===== src/rtl/vc_ingress_router_pkg.sv =====
// Shared state encodings and default widths for the VC ingress router.
package vc_ingress_router_pkg;
   localparam int DATA_W_DEF    = 6;
   localparam int CLASS_BIT_DEF = 5;
   localparam int CNT_W_DEF     = 5;

   localparam logic [1:0] ST_RESET  = 2'd0;
   localparam logic [1:0] ST_INIT   = 2'd1;
   localparam logic [1:0] ST_IDLE   = 2'd2;
   localparam logic [1:0] ST_ACTIVE = 2'd3;
endpackage


===== src/rtl/vc_ingress_router_counter.sv =====
// Per-VC routed-word counter; wraps modulo 2^CNT_WIDTH, clr beats inc.
module vc_word_counter #(
   parameter int CNT_WIDTH = 5
) (
   input  logic                 clk,
   input  logic                 reset_L,
   input  logic                 inc,
   input  logic                 clr,
   output logic [CNT_WIDTH-1:0] count
);

   always_ff @(posedge clk or negedge reset_L) begin
      if (!reset_L) begin
         count <= '0;
      end else if (clr) begin
         count <= '0;
      end else if (inc) begin
         count <= count + 1'b1;
      end
   end

endmodule


===== src/rtl/vc_ingress_router.sv =====
// Ingress router: pops the input FIFO and steers each word to VC0/VC1 by class bit.
module vc_ingress_router
   import vc_ingress_router_pkg::*;
#(
   parameter int DATA_WIDTH = DATA_W_DEF,
   parameter int CLASS_BIT  = CLASS_BIT_DEF,
   parameter int CNT_WIDTH  = CNT_W_DEF
) (
   input  logic                  clk,
   input  logic                  reset_L,
   input  logic                  init,
   input  logic [DATA_WIDTH-1:0] in_data,
   input  logic                  in_empty,
   output logic                  in_pop,
   input  logic                  VC0_pause,
   input  logic                  VC1_pause,
   input  logic                  VC0_full,
   input  logic                  VC1_full,
   output logic                  VC0_push,
   output logic                  VC1_push,
   output logic [DATA_WIDTH-1:0] VC0_data,
   output logic [DATA_WIDTH-1:0] VC1_data,
   output logic [CNT_WIDTH-1:0]  count_VC0,
   output logic [CNT_WIDTH-1:0]  count_VC1,
   output logic                  error_out,
   output logic                  idle_out,
   output logic [1:0]            state
);

   logic [1:0] r_state;
   logic [1:0] w_state_nxt;
   logic       r_rd_valid;
   logic       w_run;
   logic       w_busy;
   logic       w_push0;
   logic       w_push1;

   // Class is unknown until the word is read, so either pause blocks the pop.
   assign w_run   = (r_state == ST_IDLE) || (r_state == ST_ACTIVE);
   assign in_pop  = w_run && !init && !in_empty && !VC0_pause && !VC1_pause;
   assign w_busy  = r_rd_valid || VC0_push || VC1_push;
   assign w_push0 = r_rd_valid && !init && !in_data[CLASS_BIT];
   assign w_push1 = r_rd_valid && !init && in_data[CLASS_BIT];
   assign idle_out = (r_state == ST_IDLE) && !w_busy;
   assign state    = r_state;

   always_comb begin
      w_state_nxt = r_state;
      if (init) begin
         w_state_nxt = ST_INIT;
      end else begin
         case (r_state)
            ST_RESET:  w_state_nxt = ST_INIT;
            ST_INIT:   w_state_nxt = ST_IDLE;
            ST_IDLE:   if (in_pop) w_state_nxt = ST_ACTIVE;
            ST_ACTIVE: if (!in_pop && !w_busy) w_state_nxt = ST_IDLE;
            default:   w_state_nxt = ST_RESET;
         endcase
      end
   end

   always_ff @(posedge clk or negedge reset_L) begin
      if (!reset_L) begin
         r_state    <= ST_RESET;
         r_rd_valid <= 1'b0;
         VC0_push   <= 1'b0;
         VC1_push   <= 1'b0;
         VC0_data   <= '0;
         VC1_data   <= '0;
         error_out  <= 1'b0;
      end else begin
         r_state    <= w_state_nxt;
         r_rd_valid <= in_pop;
         VC0_push   <= w_push0;
         VC1_push   <= w_push1;
         if (w_push0) VC0_data <= in_data;
         if (w_push1) VC1_data <= in_data;
         // Overflow is judged while the write is on the FIFO port.
         if (init) begin
            error_out <= 1'b0;
         end else if ((VC0_push && VC0_full) || (VC1_push && VC1_full)) begin
            error_out <= 1'b1;
         end
      end
   end

   vc_word_counter #(.CNT_WIDTH(CNT_WIDTH)) u_cnt_vc0 (
      .clk     (clk),
      .reset_L (reset_L),
      .inc     (w_push0),
      .clr     (init),
      .count   (count_VC0)
   );

   vc_word_counter #(.CNT_WIDTH(CNT_WIDTH)) u_cnt_vc1 (
      .clk     (clk),
      .reset_L (reset_L),
      .inc     (w_push1),
      .clr     (init),
      .count   (count_VC1)
   );

endmodule


===== config.mk =====
export PLATFORM = sky130hd
export DESIGN_NAME = vc_ingress_router
export DESIGN_NICKNAME = d
export VERILOG_FILES = /design/src/rtl/vc_ingress_router_pkg.sv /design/src/rtl/vc_ingress_router_counter.sv /design/src/rtl/vc_ingress_router.sv
export SDC_FILE = /design/constraint.sdc
export NUM_CORES = 1
export LEC_CHECK = 0
export BUFFER_PORTS_ARGS = -buffer_cell sky130_fd_sc_hd__buf_2
export CAP_MARGIN = 10
export CORE_UTILIZATION = 45
export DETAILED_ROUTE_END_ITERATION = 12
export HOLD_SLACK_MARGIN = 0.05
export PLACE_DENSITY = 0.74
export SYNTH_ARGS = -nofsm -noshare
export SYNTH_HDL_FRONTEND = slang
export SYNTH_SLANG_ARGS = --single-unit

===== constraint.sdc =====
create_clock -name clk -period 1.75 [get_ports clk]
set_input_delay 0.2625 -clock clk [delete_from_list [all_inputs] [get_ports clk]]
set_output_delay 0.2625 -clock clk [all_outputs]
set_load 0.1 [all_outputs]

# Word level (Yosys, flattened, before mapping)
# Cells that the tools add are included.
# totals
regBits,28
inputBits,14
output_inout_bits,29
# op_classes
n_addsub,2
n_eq_ne,5
n_mux,10
reduce_logical,27
# ops
cell,count
5-bit 2-to-1 mux,4
1-bit logical AND,11
"5-bit by 1-bit adder with 5-bit output, second input constant",2
2-bit case mux with 4 select lines,1
1-bit zero test,7
2-bit 2-to-1 mux,3
2-bit nonzero test,3
"2-bit equality test, second input constant",2
1-bit logical OR,4
"3-bit by 2-bit inequality test with 1-bit output, second input constant",1
"3-bit inequality test, second input constant",1
"2-bit by 1-bit equality test with 1-bit output, second input constant",1
2-bit zero test,1
1-bit 2-to-1 mux,2
2-bit AND reduction,1

# Logic depth before layout (Yosys ltp)
# Gate-level depths: netlist of the first run.
# logic_depth
depth_word,11
ltp_mapped,4

# Modules after synthesis
# From an unflattened synthesis of the first run, not the netlist that was laid out.
# unflattened
hier_cells,86
hier_area_um2,1177.4
# modules_own_cells
mod,instances,cells_each,area_per_inst_um2,seq_area_each_um2
vc_ingress_router,1,42,671.9,450.4
vc_word_counter,2,22,252.7,125.1

# Least setup slack after synthesis of the first run
# OpenSTA, ideal clock, no wires.
# synth_path
kind,reg2reg
startpoint,"reg r_state[1], in the netlist state[1]"
endpoint,reg r_rd_valid
arrival_ps,3996
required_time_ps,1320
slack_ps,-2676
path_stages_with_launch,3
path_buffers,0
cell_sequence,dfrtp_1 nand2b_1 nor4_1
# synth_via
elab_chain_len,6
word_cells_on_any_way,7
classes_between,eq/ne: 2; reduce/logical: 5
# synth_lines
element,line,text
"start, declared",vc_ingress_router.sv:30,logic [1:0] r_state;
"start signal, assigned",vc_ingress_router.sv:72,r_state <= w_state_nxt;
2-bit equality test,vc_ingress_router.sv:39,assign w_run = (r_state == ST_IDLE) || (r_state == ST_ACTIVE);
1-bit logical OR (*),vc_ingress_router.sv:39,
1-bit logical AND (*) (4 in a row),vc_ingress_router.sv:40,assign in_pop = w_run && !init && !in_empty && !VC0_pause && !VC1_pause;
via in_pop,vc_ingress_router.sv:14,"output logic in_pop,"
"end signal, assigned",vc_ingress_router.sv:73,r_rd_valid <= in_pop;
"end, declared",vc_ingress_router.sv:32,logic r_rd_valid;
# Mark *: on every way through the listed nets, which the timed path passes. The rest lies on a longest branch.
# A chain may end at the register's enable or synchronous reset.

# Worst setup path after layout of the first run
# layout_path
startpoint,reg VC0_push
endpoint,out idle_out
# layout_via
elab_chain_len,4
# layout_lines
element,line,text
"start, declared",vc_ingress_router.sv:19,"output logic VC0_push,"
"start signal, assigned",vc_ingress_router.sv:74,VC0_push <= w_push0;
1-bit logical OR (2 in a row),vc_ingress_router.sv:41,assign w_busy = r_rd_valid || VC0_push || VC1_push;
1-bit zero test,vc_ingress_router.sv:44,assign idle_out = (r_state == ST_IDLE) && !w_busy;
1-bit logical AND,vc_ingress_router.sv:44,
"end, declared",vc_ingress_router.sv:26,"output logic idle_out,"
# No other way between the ends.

==> results of run 1 <==
[metal layers]
metal  up-vias  share of wire
li1        409              -
met1       407           0.44
met2        29           0.48
met3         4          0.060
met4         0          0.015
met5         -              0
[worst max-delay path by stage]
stage,slack (ns),depth (start not counted),start,to
floorplan,-0.38,2,VC0_push$_DFF_PN0_,idle_out
global placement,0.24,3,VC0_push$_DFF_PN0_,idle_out
detailed placement,0.21,3,r_rd_valid$_DFF_PN0_,idle_out
CTS,-0.17,3,VC0_push$_DFF_PN0_,idle_out
global route,-0.21,3,VC0_push$_DFF_PN0_,idle_out
finish,-0.15,3,VC0_push$_DFF_PN0_,idle_out
[cells in the final DEF (no fill, tap or decap)]
cell type | synthesis | routed
buf_2 | 1 | 40
dfrtp_1 | 28 | 20
mux2_2 | 11 | 11
nor2_1 | 10 | 10
dfrtp_2 | 0 | 6
nand3_1 | 6 | 6
a21oi_1 | 4 | 4
xor2_1 | 4 | 4
clkbuf_4 | 0 | 3
dfrtp_4 | 0 | 2
nor2b_1 | 2 | 2
o21ai_0 | 2 | 2
or3_1 | 3 | 2
nand2_1 | 2 | 2
ha_1 | 2 | 2
buf_12 | 0 | 2
nand2_2 | 1 | 1
nor2_2 | 1 | 1
or3_4 | 0 | 1
nor3b_4 | 0 | 1
nand2b_4 | 0 | 1
nor4_4 | 0 | 1
nand2b_1 | 2 | 1
nor2_4 | 1 | 1
or4_1 | 1 | 1
o31ai_1 | 1 | 1
or2_2 | 1 | 1
a221oi_1 | 1 | 1
nand3b_1 | 1 | 1
mux2i_1 | 1 | 1
o311ai_1 | 1 | 1
clkbuf_8 | 0 | 1
dlygate4sd3_1 | 0 | 1
[power breakdown]
| part | internal, mW | switching [mW] |
|---|---|---|
| combinational | 0.0755 | 0.338 |
| sequential | 0.684 | 0.0223 |
| clock | 0.127 | 0.183 |
| total | 0.887 | 0.544 |
[worst register-to-register path: stages, from the launching register on]
cell,delay [ns]
dfrtp_2,0.44
nand2b_1,0.19
nor2_4,0.25
mux2_2,0.37
[state kept, by name, indices dropped and copies added (netlist names)]
| signal | flops |
|---|---|
| VC0_data | 6 |
| VC0_push | 1 |
| VC1_data | 6 |
| VC1_push | 1 |
| error_out | 1 |
| r_rd_valid | 1 |
| state | 2 |
| u_cnt_vc0.count | 5 |
| u_cnt_vc1.count | 5 |
[cell families after synthesis]
kind of cell	Yosys count
flops	28
fa+ha+maj	2
compound gates	9
mux	12
xor+xnor	4
simple gates	33
buf+inv	2
[what timing repair did]
| item | CTS | global route |
|---|---|---|
| gates resized for setup | 1 | 0 |
| endpoints found under the setup margin | 1 | 1 |
| endpoints found under the hold margin | 28 | 0 |
| hold buffers | 1 | 0 |
| pin swaps | 0 | 0 |
[through the flow]
| step | utilization | setup TNS, ns | cells |
|---|---|---|---|
| 3_3_place_gp | 0.6334 | 0 | 158 |
| 4_1_cts | 0.6541 | -0.1654 | 163 |
| 5_1_grt | 0.6541 | -0.2050 | 163 |
| 3_5_place_dp | 0.6334 | 0 | 158 |
| 2_1_floorplan | - | -0.9399 | 90 |
| 6_report | 0.6541 | -0.1453 | 163 |
[cell type report]
class	count	area, µm²
Clock buffer	4	36.28
Fill cell	185	794.5
Multi-Input combinational cell	60	465.4
Sequential cell	28	715.7
Tap cell	28	35.03
Timing Repair Buffer	43	250.2
==> flow_metrics.py, run 1 <==
metrics = {
    "yosys": {
        "synth_fp_nets": 106,
        "synth_adder_area_share": 0.02203,
        "synth_edf_count": 0,
        "synth-async-reset-ratio": 1.000,
        "synth_cell_types": 26,
        "ys_seq_elements": 28,
        "synth_common_cells": "dfrtp_1 (28), mux2_2 (11), nor2_1 (10), nand3_1 (6)",
        "yosys_most_used_dff": "dfrtp_1",
        "synth_area_um2": 1136,
        "synth_xor_area_frac": 0.03084,
        "synth_top_family_by_area": "simple AND/OR/NAND/NOR gates",
        "seq_area_frac_synth": 0.6167,
        "ys_top_cells_by_area": "dfrtp_1 (62%), mux2_2 (11%), nor2_1 (3.3%), xor2_1 (3.1%), nand3_1 (2.6%)",
        "ys_warn_count": 0,
        "netlist.area_leader.share": 0.6167,
        "synth_top_cell_by_area": "dfrtp_1",
        "yosysMostFrequentCell": "dfrtp_1",
        "synth_area_per_cell_um2": 12.62,
        "netlist_instances": 90,
        "synthSimpleGateAreaFrac": 0.1564,
        "synth_compound_area_frac": 0.04846,
        "yosys-mux-area-fraction": 0.1178,
    },
    "global_routing": {
        "busiest_layer": "met2",
        "overflow": 0,
        "grt_pass1_wl_um": 3636,
        "grt.total_usage": 0.1870,
        "antenna_found_initial": 0,
        "grt_util_met2": 0.3120,
        "grt_max_degree": 29,
        "grtUsageMet3": 0.03188,
        "grtUsageMet1": 0.2342,
        "grt_pass1_vias": 832,
    },
    "place": {
        "place_ws_ns": 0.2147,
        "placed_area_um2": 1455,
        "hpwl_um": 1581,
        "io_buffers": 42,
        "gp_congestion": 0.6931,
    },
    "detailed_routing": {
        "vias_per_cell": 5.209,
        "detail-route-antenna-nets": 0,
        "drc": 0,
        "drtPass1Iterations": 4,
        "routed_wirelength_um": 2133,
        "vias": 849,
        "first_iter_violations": 6,
        "wl_per_cell_um": 13.09,
    },
    "cells_and_area": {
        "antenna_cells": 0,
        "layout-drive-gt1-share": 0.5407,
        "nNetsFinal": 152,
        "stdcell_area_um2": 1503,
        "area_delta_synth_final_pct": 32.27,
    },
    "critical_path": {
        "worst_ep_required_time_ns": 1.49,
        "critPathArrivalTime_ns": 1.63,
        "path_class": "reg -> out",
        "r2r-end": "VC0_data[0]$_DFFE_PN0P_",
        "path_delay_family": "simple AND/OR/NAND/NOR gates",
        "cp_slowest_stage_delay_ns": 0.51,
        "endpoint_kind": "output pin",
        "critPathBufInv": 1,
        "critPathLaunchType": "flip-flop",
        "r2r_slack_ns": 0.41,
        "rr_startpoint": "r_rd_valid$_DFF_PN0_",
        "cp_cell_sequence": "or3_4, nor3b_4, buf_12",
        "critPathSlowestCell": "dfrtp_4",
        "crit_path_max_fanout": 3,
        "reg2reg_depth": 3,
    },
    "timing": {
        "finalHoldViolations": 0,
        "setup_ws_ns": -0.1453,
        "finClkSkew_ns": 0.001298,
        "holdWs_ns": 0.1154,
        "rsz0062_at_grt": "true",
        "maxSlewViolCount": 0,
        "slew_headroom": 0.5994,
        "setup_viol": 1,
        "fmax_mhz": 527.6,
        "post-route-min-period_ns": 1.895,
        "post-route-period-util": 1.083,
        "worst_pin_slew_ns": 0.6009,
    },
    "die": {
        "fp.dieW_um": 52.25,
        "io_pins": 43,
        "start_util": 0.4946,
        "num_rows": 17,
        "die_y_um": 52.25,
        "die_area_um2": 2730,
        "coreArea_um2": 2297,
    },
    "power": {
        "p_total_mw": 1.431,
        "ir_drop_mv": 0.8981,
        "power.density_nw_per_um2": 952.2,
        "p_leak_nw": 0.7694,
    },
    "clock_network": {
        "root_buffer": "clkbuf_4",
        "tritoncts": "built",
        "cts_buffers": 3,
        "cts_setup_buffers": 0,
        "clock_latency_ns": 0.32,
        "cts_sinks": 28,
        "cts_buffer_depth": 2,
        "htreeDepth": 1,
        "clk_pin_slew_ns": 0.14,
    },
    "min_path": {
        "min_from": "VC0_pause",
        "holdPathStages": 2,
        "hp-class": "in -> reg",
        "hold_end": "r_rd_valid$_DFF_PN0_",
    },
    "outcome": {
        "status": "complete, but fails checks",
        "violations": "setup timing",
    },
    "job": {
        "cap_viol_max_count": 0,
    },
}
Power figures use the tool's default switching activity.
==> run 2, diff against run 1 <==
--- a/config.mk
+++ b/config.mk
@@ -5,12 +5,13 @@
 export SDC_FILE = /design/constraint.sdc
 export NUM_CORES = 1
 export LEC_CHECK = 0
+export ABC_AREA = 1
 export BUFFER_PORTS_ARGS = -buffer_cell sky130_fd_sc_hd__buf_2
 export CAP_MARGIN = 10
 export CORE_UTILIZATION = 45
 export DETAILED_ROUTE_END_ITERATION = 12
 export HOLD_SLACK_MARGIN = 0.05
-export PLACE_DENSITY = 0.74
+export PLACE_DENSITY = 0.73
 export SYNTH_ARGS = -nofsm -noshare
 export SYNTH_HDL_FRONTEND = slang
 export SYNTH_SLANG_ARGS = --single-unit
==> flow_metrics.py, run 2 <==
metrics = {
    "outcome": {
        "status": "completed",
    },
    "detailed_routing": {
        "drc": 0,
        "drtPass1Iterations": 4,
        "vias": 1026,
        "vias_per_cell": 4.933,
        "detail-route-antenna-nets": 0,
        "first_iter_violations": 19,
        "routed_wirelength_um": 2439,
        "wl_per_cell_um": 11.73,
    },
    "global_routing": {
        "overflow": 0,
        "grt_max_degree": 29,
        "grt.total_usage": 0.1842,
        "antenna_found_initial": 0,
        "grt_pass1_vias": 911,
        "grt_pass1_wl_um": 3884,
    },
    "cells_and_area": {
        "nFillCells": 237,
        "final_common_cell": "buf_2",
        "layout-drive-gt1-share": 0.3876,
        "area_delta_synth_final_pct": 23.19,
        "fin_cells": 208,
        "reg_top3": "VC0_data x6, VC1_data x6",
        "layout_common_cells": "buf_2 (40), nand2_1 (29), dfrtp_1 (23)",
        "nNetsFinal": 195,
        "antenna_cells": 0,
    },
    "clock_network": {
        "clock_latency_ns": 0.31,
        "tritoncts": "built",
        "htreeDepth": 1,
        "root_buffer": "clkbuf_4",
        "cts_sinks": 28,
        "clk_pin_slew_ns": 0.14,
        "cts_buffer_depth": 2,
        "cts_buffers": 3,
        "cts_setup_buffers": 0,
    },
    "yosys": {
        "ys_seq_elements": 28,
        "yosys_most_used_dff": "dfrtp_1",
        "synth_cell_types": 21,
        "synth_area_um2": 1262,
        "ys_top_cells_by_area": "dfrtp_1 (56%), nand2_1 (8.6%), inv_1 (4.8%), o21ai_2 (4.2%), nand3_1 (4.0%)",
        "yosysMostFrequentCell": "nand2_1",
        "synth_edf_count": 0,
        "netlist_instances": 134,
        "synth_area_per_cell_um2": 9.421,
        "synth-async-reset-ratio": 1.000,
        "ys_warn_count": 0,
        "netlist.area_leader.share": 0.5550,
        "seq_area_frac_synth": 0.5550,
        "synth_top_cell_by_area": "dfrtp_1",
        "synth_fp_nets": 150,
        "synth_common_cells": "nand2_1 (29), dfrtp_1 (28), inv_1 (16), nand3_1 (10), o21ai_1 (10)",
    },
    "timing": {
        "setup_viol": 0,
        "setup_ws_ns": 0.05801,
        "slew_headroom": 0.5918,
        "maxSlewViolCount": 0,
        "post-route-period-util": 0.9668,
        "fmax_mhz": 591.0,
        "worst_pin_slew_ns": 0.6123,
        "post-route-min-period_ns": 1.692,
        "finClkSkew_ns": 0.001407,
        "rsz0062_at_grt": "false",
        "fin_setup_tns_ns": 0,
        "finalHoldViolations": 0,
    },
    "critical_path": {
        "endpoint_kind": "output pin",
        "path_class": "reg -> out",
        "crit_path_max_fanout": 4,
        "reg2reg_depth": 3,
        "critPathLaunchType": "flip-flop",
        "worst_ep_required_time_ns": 1.49,
        "critPathArrivalTime_ns": 1.43,
    },
    "die": {
        "num_rows": 18,
        "fp.dieW_um": 54.97,
        "die_y_um": 54.97,
        "die_area_um2": 3021,
        "coreArea_um2": 2567,
        "io_pins": 43,
        "start_util": 0.4917,
    },
    "place": {
        "hpwl_um": 1866,
        "place_ws_ns": 0.2497,
        "gp_congestion": 0.6938,
        "placed_cells": 203,
        "io_buffers": 42,
    },
    "power": {
        "power.density_nw_per_um2": 920.1,
        "p_leak_nw": 0.8571,
        "ir_drop_mv": 0.7276,
    },
    "min_path": {
        "hp-class": "in -> reg",
        "holdPathStages": 2,
    },
    "job": {
        "cap_viol_max_count": 0,
    },
}
run 2: changes by cell type after synthesis, moves of 3 or more:
cell     delta
o21ai_1    +10
xor2_1      -4
nand2_1    +27
o21ai_2     +6
o21ai_0     +3
nor3_1      +3
inv_1      +16
or3_1       -3
mux2_2     -11
nand3_1     +4
run 2: layer usage:
layer / up-vias / wire (µm) / GRT usage
met5: - / 0 / 0
met4: 0 / 22 / 0.06667
met3: 2 / 131 / 0.02459
met2: 34 / 1229 / 0.3373
met1: 474 / 1056 / 0.2179
li1: 516 / - / -
run 2: cells by family (layout without fill, tap and decap cells):
logic type	Yosys count	count (layout)	synth area share
flip-flops	28	28	0.5550
AO/OA/AOI/OAI	24	24	0.1130
buffers and inverters	21	65	0.08425
AND/OR/NAND/NOR	59	59	0.2280
adder cells (fa/ha/maj)	2	2	0.01982
run 2: cell type report:
cell class	count	area, µm²	area share
inverters	18	71.32	0.04586
flip-flops and latches	28	706.9	0.4545
repair buffers	43	241.5	0.1553
multi-input cells	85	471.7	0.3033
clock buffers	4	26.28	0.01689
well taps	30	37.54	0.02414
run 2: worst paths after layout:
check                      slack [ns]               startpoint                             end
max                              0.06     r_rd_valid$_DFF_PN0_                        idle_out
min                              0.18               in_data[5]              VC0_push$_DFF_PN0_
max reg2reg                      0.57     r_rd_valid$_DFF_PN0_         VC1_data[5]$_DFFE_PN0P_
min reg2reg                      0.48  VC1_data[5]$_DFFE_PN0P_         VC1_data[5]$_DFFE_PN0P_
max in group asynchronous        0.85                  reset_L  u_cnt_vc0.count[1]$_DFFE_PN0P_
min in group asynchronous        0.47                  reset_L            state[0]$_DFFE_PN0P_
run 2: per-stage QoR:
stage,total power [mW],cell area [µm²],util,hold slack (ns)
6_report,1.431,1555,0.6058,0.1755
3_5_place_dp,1.177,1500,0.5843,0.3123
5_1_grt,1.479,1555,0.6058,0.1728
4_1_cts,1.446,1545,0.6019,0.1657
3_3_place_gp,1.169,1500,0.5843,0.3092
2_1_floorplan,1.083,1276,-,-0.03309
run 2: where the power goes:
part	switching (mW)	leakage [nW]	internal, mW
clock network	0.178	0.0150	0.0890
registers	0.0238	0.372	0.685
logic	0.379	0.470	0.0760
total	0.581	0.857	0.850
run 2: what timing repair did:
item | CTS | global route
gates resized for setup | 3 | 2
hold buffers | 1 | 0
setup endpoints to repair | 2 | 2
hold endpoints to repair | 28 | 0
run 2: critical path, cell delays in order (launching register included):
cell and delay, ns:
dfrtp_2 0.50, nor3_4 0.23, and3_4 0.22, buf_12 0.17
==> run 3, diff against run 2 <==
--- a/config.mk
+++ b/config.mk
@@ -8,7 +8,9 @@
 export ABC_AREA = 1
 export BUFFER_PORTS_ARGS = -buffer_cell sky130_fd_sc_hd__buf_2
 export CAP_MARGIN = 10
+export CORE_ASPECT_RATIO = 1.2
 export CORE_UTILIZATION = 45
+export CTS_CLUSTER_SIZE = 10
 export DETAILED_ROUTE_END_ITERATION = 12
 export HOLD_SLACK_MARGIN = 0.05
 export PLACE_DENSITY = 0.73
==> flow_metrics.py, run 3 (same netlist as run 2, synthesis figures left out) <==
metrics = {
    "critical_path": {
        "cp_cell_sequence": "nor3_2, and3_4, buf_12",
        "r2r_slack_ns": 0.51,
        "worst_ep_required_time_ns": 1.49,
        "critPathLaunchType": "flip-flop",
        "critPathArrivalTime_ns": 1.38,
        "crit_path_max_fanout": 3,
        "critPathSlowestCell": "dfrtp_2",
        "cp_slowest_stage_delay_ns": 0.44,
        "endpoint_kind": "output pin",
        "path_class": "reg -> out",
    },
    "global_routing": {
        "grt_pass1_vias": 945,
        "grt_pass1_wl_um": 4146,
        "antenna_found_initial": 0,
        "grt.total_usage": 0.1861,
        "overflow": 0,
        "grt_max_degree": 29,
    },
    "place": {
        "gp_congestion": 0.6868,
        "place_ws_ns": 0.2328,
        "io_buffers": 42,
        "placed_cells": 206,
        "hpwl_um": 1949,
    },
    "power": {
        "seqPwrFrac": 0.497,
        "comb_power_share": 0.320,
        "switching_share": 0.4035,
        "ir_drop_mv": 0.5743,
        "power.density_nw_per_um2": 913.8,
        "p_clk_frac": 0.182,
        "p_total_mw": 1.426,
        "p_int_mw": 0.8505,
        "switchingPower_mw": 0.5752,
        "p_leak_nw": 0.8585,
    },
    "timing": {
        "setup_ws_ns": 0.1072,
        "slew_headroom": 0.6046,
        "maxSlewViolCount": 0,
        "finalHoldViolations": 0,
        "post-route-period-util": 0.9387,
        "worst_pin_slew_ns": 0.5931,
        "setup_viol": 0,
        "fin_setup_tns_ns": 0,
        "finClkSkew_ns": 0.002157,
        "fmax_mhz": 608.7,
        "rsz0062_at_grt": "false",
        "post-route-min-period_ns": 1.643,
    },
    "detailed_routing": {
        "drc": 0,
        "wl_per_cell_um": 11.87,
        "routed_wirelength_um": 2516,
        "detail-route-antenna-nets": 0,
        "vias_per_cell": 4.840,
        "drtPass1Iterations": 4,
        "vias": 1026,
        "first_iter_violations": 20,
    },
    "clock_network": {
        "cts_sinks": 28,
        "clk_pin_slew_ns": 0.14,
        "cts_buffer_depth": 2,
        "cts_buffers": 3,
        "root_buffer": "clkbuf_4",
        "clock_latency_ns": 0.31,
        "htreeDepth": 1,
        "tritoncts": "built",
    },
    "cells_and_area": {
        "antenna_cells": 0,
        "multiInputGateArea_um2": 465.4,
        "postLayoutCoreUtil": 0.5995,
        "nFillCells": 248,
        "final_common_cell": "buf_2",
        "area_delta_synth_final_pct": 23.59,
        "layout-drive-gt1-share": 0.3911,
        "nNetsFinal": 196,
        "seq_area_um2": 706.9,
        "layout_common_cells": "buf_2 (40), nand2_1 (29), dfrtp_1 (23)",
        "reg_top3": "VC0_data x6, VC1_data x6",
        "fin_cells": 212,
    },
    "die": {
        "die_area_um2": 3022,
        "io_pins": 43,
        "num_rows": 20,
        "start_util": 0.4851,
        "coreArea_um2": 2603,
        "fp.dieW_um": 50.35,
        "die_y_um": 60.02,
    },
    "min_path": {
        "hp-class": "in -> reg",
    },
    "job": {
        "cap_viol_max_count": 0,
    },
    "outcome": {
        "status": "completed",
    },
}
-- run 3: cell type report --
type	count	share of cell area
clock buffer	4	0.01684
inverter	18	0.04571
multi-input combinational	85	0.2983
sequential	28	0.4531
tap	33	0.02646
timing repair buffer	44	0.1596
-- run 3: path summary, 6_finish.rpt --
| path | from | end | cells past startpoint |
|---|---|---|---|
| min in group asynchronous | reset_L | u_cnt_vc0.count[4]$_DFFE_PN0P_ | 2 |
| worst min-delay path | init | state[1]$_DFFE_PN0P_ | 2 |
| worst max register to register | r_rd_valid$_DFF_PN0_ | VC1_data[5]$_DFFE_PN0P_ | 4 |
| worst max-delay path | r_rd_valid$_DFF_PN0_ | idle_out | 3 |
| max in group asynchronous | reset_L | u_cnt_vc0.count[0]$_DFFE_PN0P_ | 2 |
| worst min register to register | VC0_data[5]$_DFFE_PN0P_ | VC0_data[5]$_DFFE_PN0P_ | 2 |
-- run 3: worst max-delay path: cells and delay by family, from the launching register on --
kind | cells | cell delay, ns
and+or+nand+nor | 2 | 0.46
DFF | 1 | 0.44
buffers and inverters | 1 | 0.17
-- run 3: power groups by stage --
stage / clock network (mW) / registers [mW] / logic [mW]
3_3_place_gp: 0 / 0.720 / 0.450
4_1_cts: 0.268 / 0.710 / 0.459
6_report: 0.260 / 0.709 / 0.457
3_5_place_dp: 0 / 0.721 / 0.457
2_1_floorplan: 0 / 1.00 / 0.0828
5_1_grt: 0.290 / 0.714 / 0.479
-- run 3: what timing repair did --
item / 4_1_cts / 5_1_grt
hold endpoints to repair: 28 / 0
resized for setup: 3 / 1
setup buffers: 0 / 1
setup endpoints to repair: 2 / 2
hold buffers: 1 / 0
-- run 3: per-layer routing --
metal	part of all wire	global-route usage	routed length, µm	up-vias
met1	0.42	0.2272	1063	473
met4	0.0064	0.05952	16	0
met3	0.045	0.02799	113	2
li1	-	-	-	518
met5	0	0	0	-
met2	0.53	0.3371	1322	33
-- run 3: through the flow --
stage          hold slack (ns)  area [µm²]
3_5_place_dp            0.3026        1504
2_1_floorplan         -0.03309        1276
4_1_cts                 0.1711        1549
5_1_grt                 0.1776        1560
3_3_place_gp            0.3033        1504
6_report                0.1902        1560
